File: src/rtl/note_change_scheduler.sv
// note_change_scheduler: queues valid midi keys and releases one freq_id per vsync frame, pacing on wave_ready
// Ports: clock, reset (async, active-high); midi_ready/key_index key intake; vsync frame timing;
//  wave_ready from wave_logic; freq_id/new_freq target update; pending queue fill;
//  reject/overflow 1-cycle pulses; timeout sticky ready-wait expiry.
// Build option: NOTE_SCHED_LATEST_WINS_EN makes a push into a full queue overwrite the tail entry.
module note_change_scheduler #(
  parameter int FIFO_DEPTH    = 4,
  parameter int KEY_BASE      = 48,
  parameter int NUM_FREQS     = 32,
  parameter int MIN_FRAMES    = 1,
  parameter int RESET_FREQ    = 0,
  parameter int READY_TIMEOUT = 1048576
) (
  input  logic       clock,
  input  logic       reset,
  input  logic       midi_ready,
  input  logic [6:0] key_index,
  input  logic       vsync,
  input  logic       wave_ready,
  output logic [4:0] freq_id,
  output logic       new_freq,
  output logic [4:0] pending,
  output logic       reject,
  output logic       overflow,
  output logic       timeout
);
  localparam int AW = $clog2(FIFO_DEPTH);
  localparam int TW = $clog2(READY_TIMEOUT + 1);
  localparam logic [1:0] IDLE = 2'd0, WAIT_FRAME = 2'd1, ISSUE = 2'd2, WAIT_READY = 2'd3;
  localparam logic [6:0] KB = 7'(KEY_BASE);
  localparam logic [6:0] NF = 7'(NUM_FREQS);
  localparam logic [3:0] MF = 4'(MIN_FRAMES);
  localparam logic [4:0] DEPTH = 5'(FIFO_DEPTH);
  localparam logic [TW-1:0] RT_LAST = TW'(READY_TIMEOUT - 1);
  logic [4:0] mem [FIFO_DEPTH];
  logic [AW-1:0] wr_ptr, rd_ptr;
  logic [6:0] key_off;
  logic key_ok, full, pop, push, clobber, vsync_q, vs_rise, release_now, ready_ok, expired;
  logic [3:0] frame_cnt, frame_inc;
  logic [1:0] state, state_nx, hold;
  logic [TW-1:0] wait_cnt;
  assign key_off = key_index - KB;
  assign key_ok = midi_ready && key_index >= KB && key_off < NF;
  assign full = pending == DEPTH;
  assign pop = state == ISSUE;
  assign push = key_ok && (!full || pop);
`ifdef NOTE_SCHED_LATEST_WINS_EN
  assign clobber = key_ok && full && !pop;
`else
  assign clobber = 1'b0;
`endif
  assign vs_rise = vsync && !vsync_q;
  // the edge that satisfies the gap is itself counted, so the check uses the incremented value
  assign frame_inc = vs_rise && frame_cnt < MF ? frame_cnt + 4'd1 : frame_cnt;
  assign release_now = state == WAIT_FRAME && vs_rise && frame_inc >= MF;
  // hold masks wave_ready during the new_freq cycle and the two after it
  assign ready_ok = state == WAIT_READY && hold == 2'd0 && wave_ready;
  assign expired = state == WAIT_READY && !ready_ok && wait_cnt == RT_LAST;
  always_comb begin
    state_nx = state == IDLE       ? (pending != 5'd0 ? WAIT_FRAME : IDLE) :
               state == WAIT_FRAME ? (release_now ? ISSUE : WAIT_FRAME) :
               state == ISSUE      ? WAIT_READY :
               (ready_ok || expired ? IDLE : WAIT_READY);
  end
  always_ff @(posedge clock) begin
    if (push) mem[wr_ptr] <= key_off[4:0];
    else if (clobber) mem[wr_ptr - AW'(1)] <= key_off[4:0];
  end
  always_ff @(posedge clock or posedge reset) begin
    if (reset) begin
      state <= IDLE;
      freq_id <= 5'(RESET_FREQ);
      new_freq <= 1'b0;
      reject <= 1'b0;
      overflow <= 1'b0;
      timeout <= 1'b0;
      pending <= 5'd0;
      wr_ptr <= '0;
      rd_ptr <= '0;
      vsync_q <= 1'b0;
      frame_cnt <= MF;
      hold <= 2'd0;
      wait_cnt <= '0;
    end else begin
      state <= state_nx;
      vsync_q <= vsync;
      new_freq <= pop;
      reject <= midi_ready && !key_ok;
      overflow <= key_ok && full && !pop;
      timeout <= timeout || expired;
      frame_cnt <= pop ? 4'd0 : frame_inc;
      pending <= pending + 5'(push) - 5'(pop);
      if (push) wr_ptr <= wr_ptr + AW'(1);
      if (pop) rd_ptr <= rd_ptr + AW'(1);
      if (pop) freq_id <= mem[rd_ptr];
      hold <= pop ? 2'd3 : hold - 2'(hold != 2'd0);
      wait_cnt <= pop ? '0 : wait_cnt + TW'(state == WAIT_READY);
    end
  end
endmodule

File: config.mk
export PLATFORM = sky130hd
export DESIGN_NAME = note_change_scheduler
export DESIGN_NICKNAME = d
export VERILOG_FILES = /design/src/rtl/note_change_scheduler.sv
export SDC_FILE = /design/constraint.sdc
export NUM_CORES = 1
export LEC_CHECK = 0
export BUFFER_PORTS_ARGS = -buffer_cell sky130_fd_sc_hd__buf_2
export CAP_MARGIN = 0
export CELL_PAD_IN_SITES_DETAIL_PLACEMENT = 0
export CELL_PAD_IN_SITES_GLOBAL_PLACEMENT = 2
export CORE_AREA = 2 2 92 94
export CTS_CLUSTER_DIAMETER = 60
export DETAILED_ROUTE_END_ITERATION = 7
export DIE_AREA = 0 0 94 96
export GPL_ROUTABILITY_DRIVEN = 0
export PLACE_DENSITY = 0.79
export SLEW_MARGIN = 20
export SYNTH_ARGS = -nofsm -noshare
export SYNTH_HDL_FRONTEND = slang
export SYNTH_SLANG_ARGS = --single-unit
File: constraint.sdc
create_clock -name clock -period 3.3 [get_ports clock]
set_input_delay 0.165 -clock clock [delete_from_list [all_inputs] [get_ports clock]]
set_output_delay 0.165 -clock clock [all_outputs]
set_load 0.05 [all_outputs]
==> key figures, run 1 <==
Die
  • Die height: 96 um
  • Rows: 33
  • Die Span X: roughly 94 um
  • Initial Utilization: 0.3849
  • Die Footprint: approximately 0.0090 mm2
  • Ports: 26
  • Core box area: 0.008051 mm2

Global routing
  • Total grt overflow: 0
  • Vias in the first global route: 1,916
  • Initial antenna violation count: 0
  • First-pass GRT wire length: just over 9000 um
  • Largest net degree at the start of global routing: 49
  • Gr usage total: 0.1348

Power and ir drop
  • Peak supply drop: 437.2 uV
  • Leakage power: 1.588 nW
  • PD cells: slightly below 800 mW/mm2

Setup path
  • Worst Path Required: 3.52 ns
  • CP Max Fanout: 7
  • Worst Path Arrival: 2.80 ns
  • Most frequent CP cell: inv_1
  • Slowest cell on crit path: dfrtp_1
  • Worst path cell trace: nor3_1, nand3_1, and2b_2, inv_1, ha_1, inv_1, ha_1, inv_1, fa_1, inv_1, a21oi_1, nor2_1, nor2_1, xnor2_1
  • CP endpoint kind: register
  • Startpoint Class: register
  • Max stage delay on crit path: ~0.45 ns
  • Critical path class: register to register

Synthesis
  • Post-Syn Nets: 290
  • Mapped cell area: 0.003099 mm2
  • Post-synthesis sequential area ratio: 0.5818
  • Ys flop type: dfrtp_1
  • Asr flop ratio synth: 0.7059
  • Syn Inst Count: 262
  • Cell variety after synth: 40
  • #FFs+latches synth: 68
  • Warnings, synthesis: 0
  • Post-synth EDFFs: 20
  • Mean area per synthesized cell: around 12 um2

Finish
  • Layout cells sized above 1: 0.1846
  • Diodes inserted: 0
  • Nets: 321
  • Area delta synth->final: 12.96%
  • Final core occ: 0.4348
  • Filler cells: 796
  • Storage cell area: 0.001803 mm2
  • Area of the multi-input gates: 0.001176 mm2

Status
  • Failing checks: hold timing
  • Status: finished, violations left

Place
  • DP Wirelength: 3788 um
  • IO Port Bufs: 25
  • Worst slack, placed: 0.5958 ns

Clocking
  • Htree depth: 3
  • Worst-path clk slew: 0.07 ns
  • Worst skew pair latency: 0.33 ns
  • Inserted Clock Buffers: 9
  • Clock Sinks: 68
  • Longest Clk Path Bufs: 2
  • CTS root buf: clkbuf_8
  • CTS tree: yes

STA
  • Rel. slew slack: 0.4423
  • Max Fclk: 387.6 MHz
  • Period minus WS final: ~2.6 ns
  • Final cycle utilization of the critical path: 0.7818
  • Clk_skew: slightly below 0.006 ns
  • Setup_tns: 0 ns
  • RSZ-0062 raised after global routing: false
  • Setup Viol. Count Final: 0
  • Final Hold Vio Count: 47
  • WHS: -0.04485 ns
  • Final Max Slew Viols: 0
  • Post-route setup slack: 0.7201 ns
  • Worst-Margin Slew: roughly 0.84 ns

Drt
  • # DRC: 0
  • WL final: 5405 um
  • ANT nets after route: 0
  • Routed len/inst: between 10 and 15 um
  • Via count: 1,879
  • Detailed Routing Iterations Pass 1: 4
  • DR iter-0 viols: 99
  • Avg Vias per Cell: around 4.7

Hold path
  • Worst Hold Class: input pin to asynchronous set/reset pin

Run
  • # Max-Cap Violations: 0
where the power goes:
| part | switching (mW) | internal, mW | total, mW |
|---|---|---|---|
| Clock | 0.312 | 0.271 | 0.583 |
| Combinational | 0.577 | 0.366 | 0.943 |
| Sequential | 0.166 | 1.04 | 1.21 |
layout by cell type, fill, tap and decap left out, types with 2 or more instances in the layout:
| master | count |
|---|---|
| nand3_1 | 8 |
| nor3_1 | 4 |
| and4_1 | 3 |
| clkinvlp_4 | 3 |
| clkbuf_8 | 9 |
| nand2_1 | 30 |
| nor2_1 | 30 |
| ha_1 | 15 |
| edfxtp_1 | 20 |
| a21oi_1 | 5 |
| clkinv_2 | 2 |
| nor4bb_1 | 2 |
| dfrtp_1 | 47 |
| and3_2 | 2 |
| buf_2 | 25 |
| xnor2_1 | 12 |
| nand4_1 | 8 |
| buf_4 | 2 |
| xor2_1 | 15 |
| and2_1 | 9 |
| inv_1 | 18 |
| mux4_2 | 5 |
| o21ai_0 | 3 |
final cells by class:
cell class | instances | area share
Tap cell | 105 | 0.03753
Clock buffer | 10 | 0.03645
Inverter | 19 | 0.02073
Sequential cell | 68 | 0.5150
Clock inverter | 6 | 0.01144
Timing Repair Buffer | 28 | 0.04289
Multi-Input combinational cell | 167 | 0.3360
synthesized netlist by cell type, drive strengths merged, types with 8 or more instances:
library cell / instances / area share
nand3: 8 / 0.013
nand4: 8 / 0.016
xor2: 15 / 0.042
nand2: 30 / 0.036
edfxtp: 20 / 0.19
xnor2: 12 / 0.034
dfrtp: 47 / 0.38
nor2: 30 / 0.036
ha: 15 / 0.061
inv: 19 / 0.023
and2: 9 / 0.018
final timing paths:
| kind | from | end | slack, ns | cells after the start |
|---|---|---|---|---|
| worst max-delay path | pending[1]$_DFF_PP0_ | pending[4]$_DFF_PP0_ | 0.72 | 14 |
| worst min-delay path | reset | reject$_DFF_PP0_ | -0.04 | 2 |
| worst max register to register | pending[1]$_DFF_PP0_ | pending[4]$_DFF_PP0_ | 0.72 | 14 |
| worst min register to register | freq_id[2]$_DFFE_PP0N_ | freq_id[2]$_DFFE_PP0N_ | 0.47 | 2 |
| max in group asynchronous | reset | wait_cnt[13]$_DFF_PP0_ | 2.83 | 2 |
| min in group clock | midi_ready | reject$_DFF_PP0_ | 0.05 | 2 |
critical path: cells and delay by family, from the launching register on:
family / cells / cell delay [ns]
adder cells (fa/ha/maj): 3 / 0.77
AO/OA/AOI/OAI: 1 / 0.05
flip-flops: 1 / 0.45
AND/OR/NAND/NOR: 5 / 0.83
buffers and inverters: 4 / 0.26
XOR/XNOR: 1 / 0.11
sequential cells by signal (all words and copies together), names as in the netlist:
signal,cells
freq_id,5
state,2
rd_ptr,2
frame_cnt,4
wr_ptr,2
timeout,1
new_freq,1
overflow,1
wait_cnt,21
reject,1
vsync_q,1
hold,2
pending,5
mem,20
through the flow:
stage / instances / power [mW] / cell area [um2]
floorplan: 262 / 1.961 / 3099
global placement: 386 / 2.173 / 3322
detailed placement: 386 / 2.183 / 3322
CTS: 403 / 2.784 / 3500
global route: 403 / 2.944 / 3501
finish: 403 / 2.733 / 3501
timing repair:
item	CTS	global route
hold endpoints to repair	1	0
setup buffers	0	0
hold buffers	1	0
resized for setup	0	0
endpoints found under the setup margin	0	0
cells by family (layout without fill, tap and decap cells):
| logic type | after synthesis | after routing | synth area share |
|---|---|---|---|
| AOI/OAI and AO/OA | 13 | 13 | 0.02544 |
| adders and majority gates | 16 | 16 | 0.06702 |
| muxes | 7 | 7 | 0.04320 |
| DFF | 68 | 68 | 0.5818 |
| buffers and inverters | 27 | 63 | 0.03875 |
| xor gates and xnor gates | 27 | 27 | 0.07630 |
| and+or+nand+nor | 104 | 104 | 0.1675 |
routing by layer:
metal  up-vias  part of all wire  track usage
met1       892              0.48       0.1762
met3         9             0.040      0.04620
li1        950                 -            -
met4         0             0.018      0.05072
met5         -                 0            0
met2        28              0.46       0.2083
(Power assumes the default switching activity.)
==> inputs of run 2 (changes only) <==
Settings changed: ABC_AREA set to 1, CORE_AREA 2 2 92 94 to 2 2 103 105, DIE_AREA 0 0 94 96 to 0 0 105 107, PLACE_DENSITY 0.79 to 0.77.
Clock period 3.3 ns to 2.3 ns, I/O delays scaled along.
==> key figures, run 2 <==
Setup path
  • Worst Setup EP: pending[2]$_DFF_PP0_
  • Crit Reg-Reg Endpoint: pending[2]$_DFF_PP0_
  • FF-to-FF path depth: 11
  • Slowest cell on crit path: dfrtp_2
  • Worst Path Arrival: about 2.4 ns
  • Stages on worst setup path: 11
  • CP endpoint kind: register
  • CP Max Fanout: 3
  • Crit path launch: pending[3]$_DFF_PP0_
  • Reg-to-Reg Start: pending[3]$_DFF_PP0_
  • Startpoint Class: register
  • Worst path cell trace: inv_2, ha_2, nand3_2, nand3_4, ha_1, inv_1, ha_1, inv_1, fa_2, buf_4, xnor2_1
  • Setup slack, reg-to-reg: about 0.18 ns
  • Critical path class: register to register
  • Worst Path Buf+Inv: 4
  • Worst Path Required: between 2 and 3 ns
  • Max stage delay on crit path: 0.43 ns
  • Top delay family on crit path: adder cells

Die
  • Rows: 37
  • Die Footprint: 0.01124 mm2
  • Die Span X: 105 um
  • Die height: 107 um
  • Core box area: ~0.010 mm2
  • Initial Utilization: 0.3326
  • Ports: 26

Clocking
  • CTS root buf: clkbuf_8
  • Inserted Clock Buffers: 9
  • Clock Sinks: 68
  • Worst-path clk slew: 0.08 ns
  • Longest Clk Path Bufs: 2
  • CTS tree: yes
  • Worst skew pair latency: 0.35 ns
  • Htree depth: 3
  • Postcts setup bufs: 0

STA
  • Worst-Margin Slew: 0.5828 ns
  • RSZ-0062 raised after global routing: false
  • WHS: ~0.086 ns
  • Period minus WS final: 2.122 ns
  • Final cycle utilization of the critical path: 0.9228
  • Rel. slew slack: 0.6100
  • Setup Viol. Count Final: 0
  • Final Max Slew Viols: 0
  • Clk_skew: 0.008254 ns
  • Final Hold Vio Count: 0
  • Max Fclk: 471.2 MHz

Finish
  • Nets: between 400 and 500
  • Commonest non-fill, non-tap cell in the layout: nor2_1
  • Diodes inserted: 0
  • Area delta synth->final: 19.12%
  • Number of flip-flops in the largest register: 21
  • Most frequent cells in the layout: 60 x nor2_1, 51 x inv_1, 45 x nand2_1
  • Finished Layout Cells: 551
  • Layout cells sized above 1: 0.2120
  • Register with the most flip-flops: wait_cnt
  • Post-route design area: approximately 0.0040 mm2
  • Largest regs: wait_cnt: 21 flops, mem: 20 flops

Synthesis
  • Top cells by area, synth: dfrtp_1 35%, edfxtp_1 18%, nor2_1 6.7%
  • Post-synth EDFFs: 20
  • Warnings, synthesis: 0
  • Count leader, synth: nor2_1
  • Area share of the largest cell type after synthesis: 0.3504
  • Ys flop type: dfrtp_1
  • Cell variety after synth: 36
  • Mean area per synthesized cell: 9.299 um2
  • Syn Inst Count: 361
  • Post-Syn Nets: 389
  • Mapped cell area: roughly 0.0034 mm2
  • Yosys top cell by area: dfrtp_1
  • #FFs+latches synth: 68
  • Asr flop ratio synth: 0.7059
  • Post-synthesis sequential area ratio: 0.5371
  • Post-synth top cells: 60 x nor2_1, 53 x inv_1, 47 x dfrtp_1

Drt
  • Avg Vias per Cell: approximately 4.5
  • Detailed Routing Iterations Pass 1: 4
  • Routed len/inst: about 13 um
  • ANT nets after route: 0
  • # DRC: 0
  • DR iter-0 viols: 73
  • WL final: 6914 um
  • Via count: 2,458

Global routing
  • Total grt overflow: 0
  • Initial antenna violation count: 0
  • Vias in the first global route: 2,511
  • Largest net degree at the start of global routing: 28
  • First-pass GRT wire length: 12,190 um
  • Gr usage total: 0.1403

Power and ir drop
  • PD cells: 1121 mW/mm2
  • Peak supply drop: 464.3 uV
  • Leakage power: 1.789 nW
  • Pwr Total: 4.481 mW

Place
  • Area after DPL: 0.003714 mm2
  • Placed Cells: 528
  • IO Port Bufs: 25
  • DP Wirelength: around 5000 um

Hold path
  • Worst Hold Class: input pin to register

Run
  • # Max-Cap Violations: 0

Status
  • Status: finished, final reports clean
-- run 2: changes by cell type after synthesis, moves of 10 or more --
cell | before | now
o21ai_0 | 3 | 18
inv_1 | 19 | 53
nor2_1 | 30 | 60
nand2_1 | 30 | 46
a21oi_1 | 5 | 15
xnor2_1 | 12 | 2
-- run 2: cells by family after synthesis --
kind of cell	Yosys count	share of synthesized area
XOR/XNOR	9	0.02348
AND/OR/NAND/NOR	159	0.2281
buffers and inverters	62	0.07082
adder cells (fa/ha/maj)	16	0.06187
flip-flops	68	0.5371
AO/OA/AOI/OAI	47	0.07865
-- run 2: stage by stage --
step,util,setup slack (ns),TNS [ns]
2_1_floorplan,-,0.0002178,0
3_3_place_gp,0.3680,0.03863,0
3_5_place_dp,0.3680,-0.03568,-0.05793
4_1_cts,0.3945,0.05234,0
5_1_grt,0.3962,0.01738,0
6_report,0.3962,0.1776,0
-- run 2: layer usage --
metal / up-vias / GRT usage / share of wire
li1: 1277 / - / -
met1: 1135 / 0.1725 / 0.46
met2: 33 / 0.2328 / 0.49
met3: 13 / 0.03161 / 0.028
met4: 0 / 0.06952 / 0.022
met5: - / 0 / 0
-- run 2: what timing repair did --
item / CTS / global route
hold buffers: 7 / 0
setup endpoints to repair: 1 / 2
endpoints found under the hold margin: 27 / 0
resized for setup: 1 / 6
pin swaps: 0 / 1
cloned: 0 / 0
-- run 2: worst min-delay path, cell delays in order --
cell     delay (ns)
buf_2          0.09
inv_1          0.04
nand2_2        0.09
a21oi_1        0.07
-- run 2: layout make-up --
class / instances / area (um2)
clock buffers: 10 / 127.6
clock inverters: 6 / 65.06
fillers: 1062 / 6093
inverters: 58 / 217.7
multi-input cells: 231 / 1339
flip-flops and latches: 68 / 1809
well taps: 136 / 170.2
repair buffers: 42 / 270.3
-- run 2: worst min path at each step --
stage	from	end	slack (ns)	cells after the start
3_3_place_gp	reset	reject$_DFF_PP0_	0.06	2
6_report	key_index[6]	reject$_DFF_PP0_	0.09	4
2_1_floorplan	vsync	vsync_q$_DFF_PP0_	0.15	0
5_1_grt	key_index[4]	mem[1][4]$_DFFE_PP_	0.09	2
4_1_cts	key_index[4]	mem[1][4]$_DFFE_PP_	0.09	2
3_5_place_dp	reset	reject$_DFF_PP0_	0.06	2
-- run 2: where the power goes --
group	leakage (nW)	internal, mW	total [mW]	switching (mW)
combinational	0.921	0.598	1.76	1.16
clock	0.0862	0.499	0.980	0.482
sequential	0.782	1.52	1.74	0.227
